--- src/rtl/ring_node.sv ---
// ring_node: ring stop that ejects local packets, forwards others and injects from a FIFO
module ring_node #(
   parameter logic [1:0] ID    = 2'd0,
   parameter int         DW    = 16,
   parameter int         DEPTH = 4
) (
   input  logic                    clk,
   input  logic                    rst,
   input  logic [DW+4:0]           tx,
   output logic [DW+4:0]           rx,
   input  logic [DW+4:0]           ring_in,
   output logic [DW+4:0]           ring_out,
   output logic [$clog2(DEPTH):0]  fifo_cnt,
   output logic [7:0]              drop_cnt
);
   localparam int AW = $clog2(DEPTH);
   localparam logic [AW:0] L_FULL = (AW+1)'(DEPTH);
   logic [DW+4:0] r_mem [DEPTH];
   logic [AW-1:0] r_wp, r_rp;
   logic [AW:0]   r_cnt;
   logic [7:0]    r_drop;
   logic [DW+4:0] r_rx, r_ro;
   logic [DW+4:0] w_head, w_rx_nxt, w_ro_nxt;
   logic          w_eject, w_fwd, w_empty, w_full, w_head_lb, w_pop, w_push, w_drop;
   // slot arbitration: forward wins, eject frees the slot, loopback yields to eject
   always_comb begin
      w_head    = r_mem[r_rp];
      w_eject   = ring_in[DW+4] && ring_in[DW+3:DW+2] == ID;
      w_fwd     = ring_in[DW+4] && !w_eject;
      w_empty   = r_cnt == '0;
      w_full    = r_cnt == L_FULL;
      w_head_lb = w_head[DW+3:DW+2] == ID;
      w_pop     = !w_fwd && !w_empty && (!w_head_lb || !w_eject);
      w_push    = tx[DW+4] && (!w_full || w_pop);
      w_drop    = tx[DW+4] && w_full && !w_pop;
      w_ro_nxt  = w_fwd ? ring_in : (w_pop && !w_head_lb) ? w_head : '0;
      w_rx_nxt  = w_eject ? ring_in : (w_pop && w_head_lb) ? w_head : '0;
   end
   // registered ports, FIFO pointers, occupancy and saturating drop counter
   always_ff @(posedge clk or negedge rst) begin
      if (!rst) begin
         r_rx   <= '0;
         r_ro   <= '0;
         r_wp   <= '0;
         r_rp   <= '0;
         r_cnt  <= '0;
         r_drop <= '0;
      end else begin
         r_rx  <= w_rx_nxt;
         r_ro  <= w_ro_nxt;
         r_wp  <= w_push ? r_wp + AW'(1) : r_wp;
         r_rp  <= w_pop ? r_rp + AW'(1) : r_rp;
         r_cnt <= (w_push && !w_pop) ? r_cnt + (AW+1)'(1) :
                  (w_pop && !w_push) ? r_cnt - (AW+1)'(1) : r_cnt;
         r_drop <= (w_drop && r_drop != 8'hFF) ? r_drop + 8'd1 : r_drop;
      end
   end
   // FIFO storage needs no reset: the head is only consumed when occupancy is non-zero
   always_ff @(posedge clk) begin
      if (w_push) r_mem[r_wp] <= tx;
   end
   assign rx       = r_rx;
   assign ring_out = r_ro;
   assign fifo_cnt = r_cnt;
   assign drop_cnt = r_drop;
endmodule

--- config.mk ---
export PLATFORM = sky130hd
export DESIGN_NAME = ring_node
export DESIGN_NICKNAME = d
export VERILOG_FILES = /design/src/rtl/ring_node.sv
export SDC_FILE = /design/constraint.sdc
export NUM_CORES = 1
export LEC_CHECK = 0
export CAP_MARGIN = 20
export CORE_UTILIZATION = 66
export CTS_CLUSTER_DIAMETER = 120
export DETAILED_ROUTE_END_ITERATION = 8
export DONT_BUFFER_PORTS = 1
export PLACE_DENSITY = 0.82
export SYNTH_ARGS = -nofsm -noshare
export SYNTH_HDL_FRONTEND = slang
export SYNTH_SLANG_ARGS = --single-unit
--- constraint.sdc ---
create_clock -name clk -period 6.99 [get_ports clk]
set_input_delay 1.398 -clock clk [delete_from_list [all_inputs] [get_ports clk]]
set_output_delay 1.398 -clock clk [all_outputs]
set_load 0.05 [all_outputs]
=== Yosys cells after proc, flatten, opt, wreduce, memory -nomap -nowiden ===
Memory sizes are Yosys's and may differ from the RTL's.
Index checks and enable logic that the tools add are counted.
Widths: inputs -> output; s select.

* Register bits: 57
* Memory bits (writable): 84
* Output and inout bits: 53
* Memories: 1

{| class="wikitable"
|+ Memories
! memory !! words !! bits a word !! read ports !! clocked after Yosys merged registers in !! write ports !! line !! text
|-
| r_mem || 4 || 21 || 1 || 0 || 1 || 18 || <nowiki>logic [DW+4:0] r_mem [DEPTH];</nowiki>
|}

* Add/subtract/negate cells: 5
* Equal/unequal tests: 2
* Multiplexer cells: 8
* Reduce and logical (&&, ||, !) cells: 25

{| class="wikitable"
|+ Operators with widths
! cell !! count
|-
| $mux 21 || 4
|-
| $logic_and 1x1->1 || 12
|-
| $add 8x1->8 const B || 1
|-
| $ne 8x8->1 const B || 1
|-
| $logic_not 1->1 || 7
|-
| $mux 3 || 2
|-
| $add 2x1->2 const B || 2
|-
| $logic_not 2->1 || 2
|-
| $add 3x1->3 const B || 1
|-
| $eq 3x3->1 const B || 1
|-
| $logic_not 3->1 || 1
|-
| $sub 3x1->3 const B || 1
|-
| $logic_or 1x1->1 || 2
|-
| $mux 1 || 2
|-
| $reduce_bool 2->1 || 1
|}

=== Depth between registers and ports, before layout ===
* Depth in word-level cells: 13
* Gate-level depth with buffers: 11

=== Worst setup path before layout ===
No wires, ideal clock.

* Path type: input to register
* Start point: in ring_in[19]
* End point: mem r_mem[0][0] in the netlist's numbering (enable)
* Arrival time: 2971 ps
* Data required time: 6591 ps
* Setup slack: 3620 ps
* Stages: 4
* Buffers on the path: 0
* Cell sequence: o21a_1 > nor2_1 > o221ai_2 > nor2_1

* Cells in the longest elaborated chain, start to end: 11

{| class="wikitable"
|+ Ends and longest elaborated chain
! element !! line !! text
|-
| start: declaration || 11 || <nowiki>input logic [DW+4:0] ring_in,</nowiki>
|-
| $logic_not 2->1 * || 28 || <nowiki>w_eject = ring_in[DW+4] && ring_in[DW+3:DW+2] == ID;</nowiki>
|-
| $logic_and 1x1->1 * || 28 ||
|-
| $logic_not 1->1 * || 29, 33 ||
|-
| $logic_and 1x1->1 || 29 || <nowiki>w_fwd = ring_in[DW+4] && !w_eject;</nowiki>
|-
| $logic_not 1->1 || 33 || <nowiki>w_pop = !w_fwd && !w_empty && (!w_head_lb || !w_eject);</nowiki>
|-
| $logic_and 1x1->1 || 33 ||
|-
| $logic_and 1x1->1 * || 33 ||
|-
| $logic_or 1x1->1 * || 34 || <nowiki>w_push = tx[DW+4] && (!w_full || w_pop);</nowiki>
|-
| $logic_and 1x1->1 * || 34 ||
|-
| $mux 1 * || 60 || <nowiki>if (w_push) r_mem[r_wp] <= tx;</nowiki>
|-
| $mux 1 (implied by the code) * || 60 ||
|-
| end: declaration || 18 ||
|}

Mark *: on every way between the ends. The rest lies on a longest branch, timed or not.

=== Worst setup path after layout ===
* Start point: in ring_in[19]
* End point: mem r_mem[1][18] in the netlist's numbering (enable)

The elaborated chain is that of the path after synthesis.

==> results.json <==
{
  "die_w_um": 93.4,
  "cts_tree": "done",
  "cp.depth": 5,
  "crit_chain": "o21a_1, nor2_1, o221ai_2, nor2_2, buf_4",
  "synthArstFlopShare_pct": 40.4,
  "cap_violations": 0,
  "initial_utilization_pct": 69.8,
  "design.core.area_um2": 7890,
  "yosysUniqueCellTypes": 39,
  "antenna_found_initial": 0,
  "fin_crit_sh_pct": 54.3,
  "finalCriticalPeriod_ps": 3800,
  "fin_skew_ps": 8.67,
  "ctsResizeCount": 0,
  "drt-initial-drc-count": 183,
  "hold_end": "r_wp[0]",
  "hp-start": "r_wp[0]",
  "tightest_slew_ps": 1090,
  "drc": 0,
  "clock_sinks": 141,
  "grt_pass1_wl_mm": 16.9,
  "peakVddDrop_mv": 0.263,
  "cpPeakStageDelay_ps": 820,
  "grt_use_total_pct": 28.0,
  "worst-r2r-cell-count": 5,
  "ctsHoldBuffers": 0,
  "min_path_type": "reg2reg",
  "synth_ff_type": "edfxtp_1",
  "die_h_um": 93.4,
  "grt_max_degree": 58,
  "io_pins": 97,
  "hold_viol": 0,
  "row_count": 32,
  "syn_to_final_growth_pct": 12.4,
  "leakagePower_uw": 0.00238,
  "wl_mm": 11.0,
  "die_area_um2": 8720,
  "crit_path_end_kind": "register",
  "clk_pin_slew_worst_paths_ps": 60,
  "wl_per_cell_um": 26.6,
  "synth.largest_area_cell": "edfxtp_1",
  "cts_made_buffers": 17,
  "reg2reg_to": "r_mem[1][18]",
  "grt-ovfl-total": 0,
  "r2r-start": "fifo_cnt[2]",
  "grt_pass1_vias": 3067,
  "root_buffer": "clkbuf_8",
  "vias_per_cell": 6.77,
  "min_path_cells": 1,
  "ant_nets": 0,
  "dp.final_hpwl_mm": 6.29,
  "clock_path_buffers": 2,
  "synth-seq-cells": 141,
  "netlist_instances": 289,
  "netlist_top_cells_area": "edfxtp_1 (46%), dfrtp_1 (26%), mux4_2 (8.6%)",
  "antennaDiodeCount": 0,
  "slew_viol_final": 0,
  "clock_latency_ps": 520,
  "yosys_warnings": 0,
  "avgSynthCellArea_um2": 19.1,
  "critical_path.top_delay_family": "simple AND/OR/NAND/NOR gates",
  "final_cells": 415,
  "crit_required_ps": 7210,
  "power.total_uw": 3040,
  "setup_viol": 0,
  "gp_congestion": 0.796,
  "final_cell_mix": "edfxtp_1 (84), dfrtp_1 (56), a22o_1 (38)",
  "tns_ps": 0,
  "cp.arrival_ps": 4010,
  "status": "complete, no violations",
  "port_buffers": 0,
  "vias": 2809,
  "fmax_mhz": 263,
  "cts_setup_buffers": 0,
  "synth_top_area_share_pct": 45.8,
  "cp_max_fo": 20,
  "startpoint_type": "input port",
  "fin_nets": 351,
  "drive_gt1_share_pct": 24.3,
  "ff2ff_setup_slack_ps": 3740,
  "path_class": "in2reg",
  "first_pass_iters": 5,
  "synth_edf_count": 84,
  "syn-cell-area_um2": 5510,
  "dp_cells": 383,
  "htreeDepth": 4,
  "rsz0062_at_grt": "no",
  "slew_headroom_pct": 27.5,
  "final_common_cell": "edfxtp_1",
  "ys_seq_area_share_pct": 71.7,
  "power.density_nw_per_um2": 490,
  "cp.buffers_inverters": 1,
  "cp_slowest_cell": "nor2_1"
}
[cells in the mapped netlist, drive strengths merged, types with 2 or more instances]
library cell  instances
ha                    6
edfxtp               84
a21o                  2
nand3                 6
mux4                 21
mux2                  3
a211oi                2
and3                  2
a22o                 38
nor3                  2
nor4b                 2
xnor2                 4
nor4                  2
nor2                  7
a2111oi               5
xor2                  9
inv                   9
nand2                 3
dfrtp                57
clkbuf                7
buf                   7
[how the worst max path moves through the flow]
stage	to	from	slack [ps]
final	r_mem[1][18]	ring_in[19]	3190
after global routing	fifo_cnt[2]	ring_in[19]	2990
after global placement	fifo_cnt[2]	ring_in[19]	2790
after detailed placement	fifo_cnt[2]	ring_in[19]	2670
after floorplan	r_mem[0][0]	ring_in[19]	3620
after CTS	r_mem[1][18]	ring_in[19]	3190
[layout make-up]
class | instances | area (µm²)
Sequential cell | 141 | 3950
Fill cell | 376 | 1690
Multi-Input combinational cell | 126 | 1470
Clock buffer | 23 | 499
Tap cell | 102 | 128
Clock inverter | 9 | 78.8
Timing Repair Buffer | 5 | 37.5
Inverter | 9 | 33.8
[logic make-up (layout without fill, tap and decap cells)]
| group | after synthesis | count (layout) | synth area share [%] |
|---|---|---|---|
| buf+inv | 23 | 46 | 1.93 |
| fa+ha+maj | 7 | 7 | 1.73 |
| other cells | 1 | 2 | 0.0681 |
| flops | 141 | 141 | 71.7 |
| simple gates | 28 | 28 | 4.43 |
| mux | 24 | 24 | 9.20 |
| xor+xnor | 13 | 13 | 2.07 |
| compound gates | 52 | 52 | 8.90 |
[sequential cells by signal, summed over array words and instances, names as in the netlist]
| register | flops |
|---|---|
| drop_cnt | 8 |
| fifo_cnt | 3 |
| r_mem | 84 |
| r_rp | 2 |
| r_wp | 2 |
| ring_out | 21 |
| rx | 21 |
[power by group]
group | switching (µW) | leakage (µW) | internal (µW)
sequential | 504 | 0.00150 | 1100
clock | 325 | 0.000289 | 532
combinational | 305 | 0.000598 | 270
[routing by layer]
layer | routed length [µm] | vias up | part of all wire (%) | GRT usage [%]
met5 | 0 | - | 0 | 0
met4 | 333 | 0 | 3.0 | 12.7
met3 | 943 | 32 | 8.5 | 10.4
met2 | 5720 | 161 | 52 | 45.2
met1 | 4050 | 1441 | 37 | 33.9
li1 | - | 1175 | - | -
[through the flow]
step	util [%]	hold WS (ps)	cell area [µm²]	setup WS, ps
3_5_place_dp	71.2	524	5620	2670
3_3_place_gp	71.2	523	5620	2790
6_report	78.5	543	6190	3190
4_1_cts	78.5	546	6190	3190
5_1_grt	78.5	543	6190	2990
2_1_floorplan	-	498	5510	3620
Note: power is estimated with default switching activity, not from simulation.
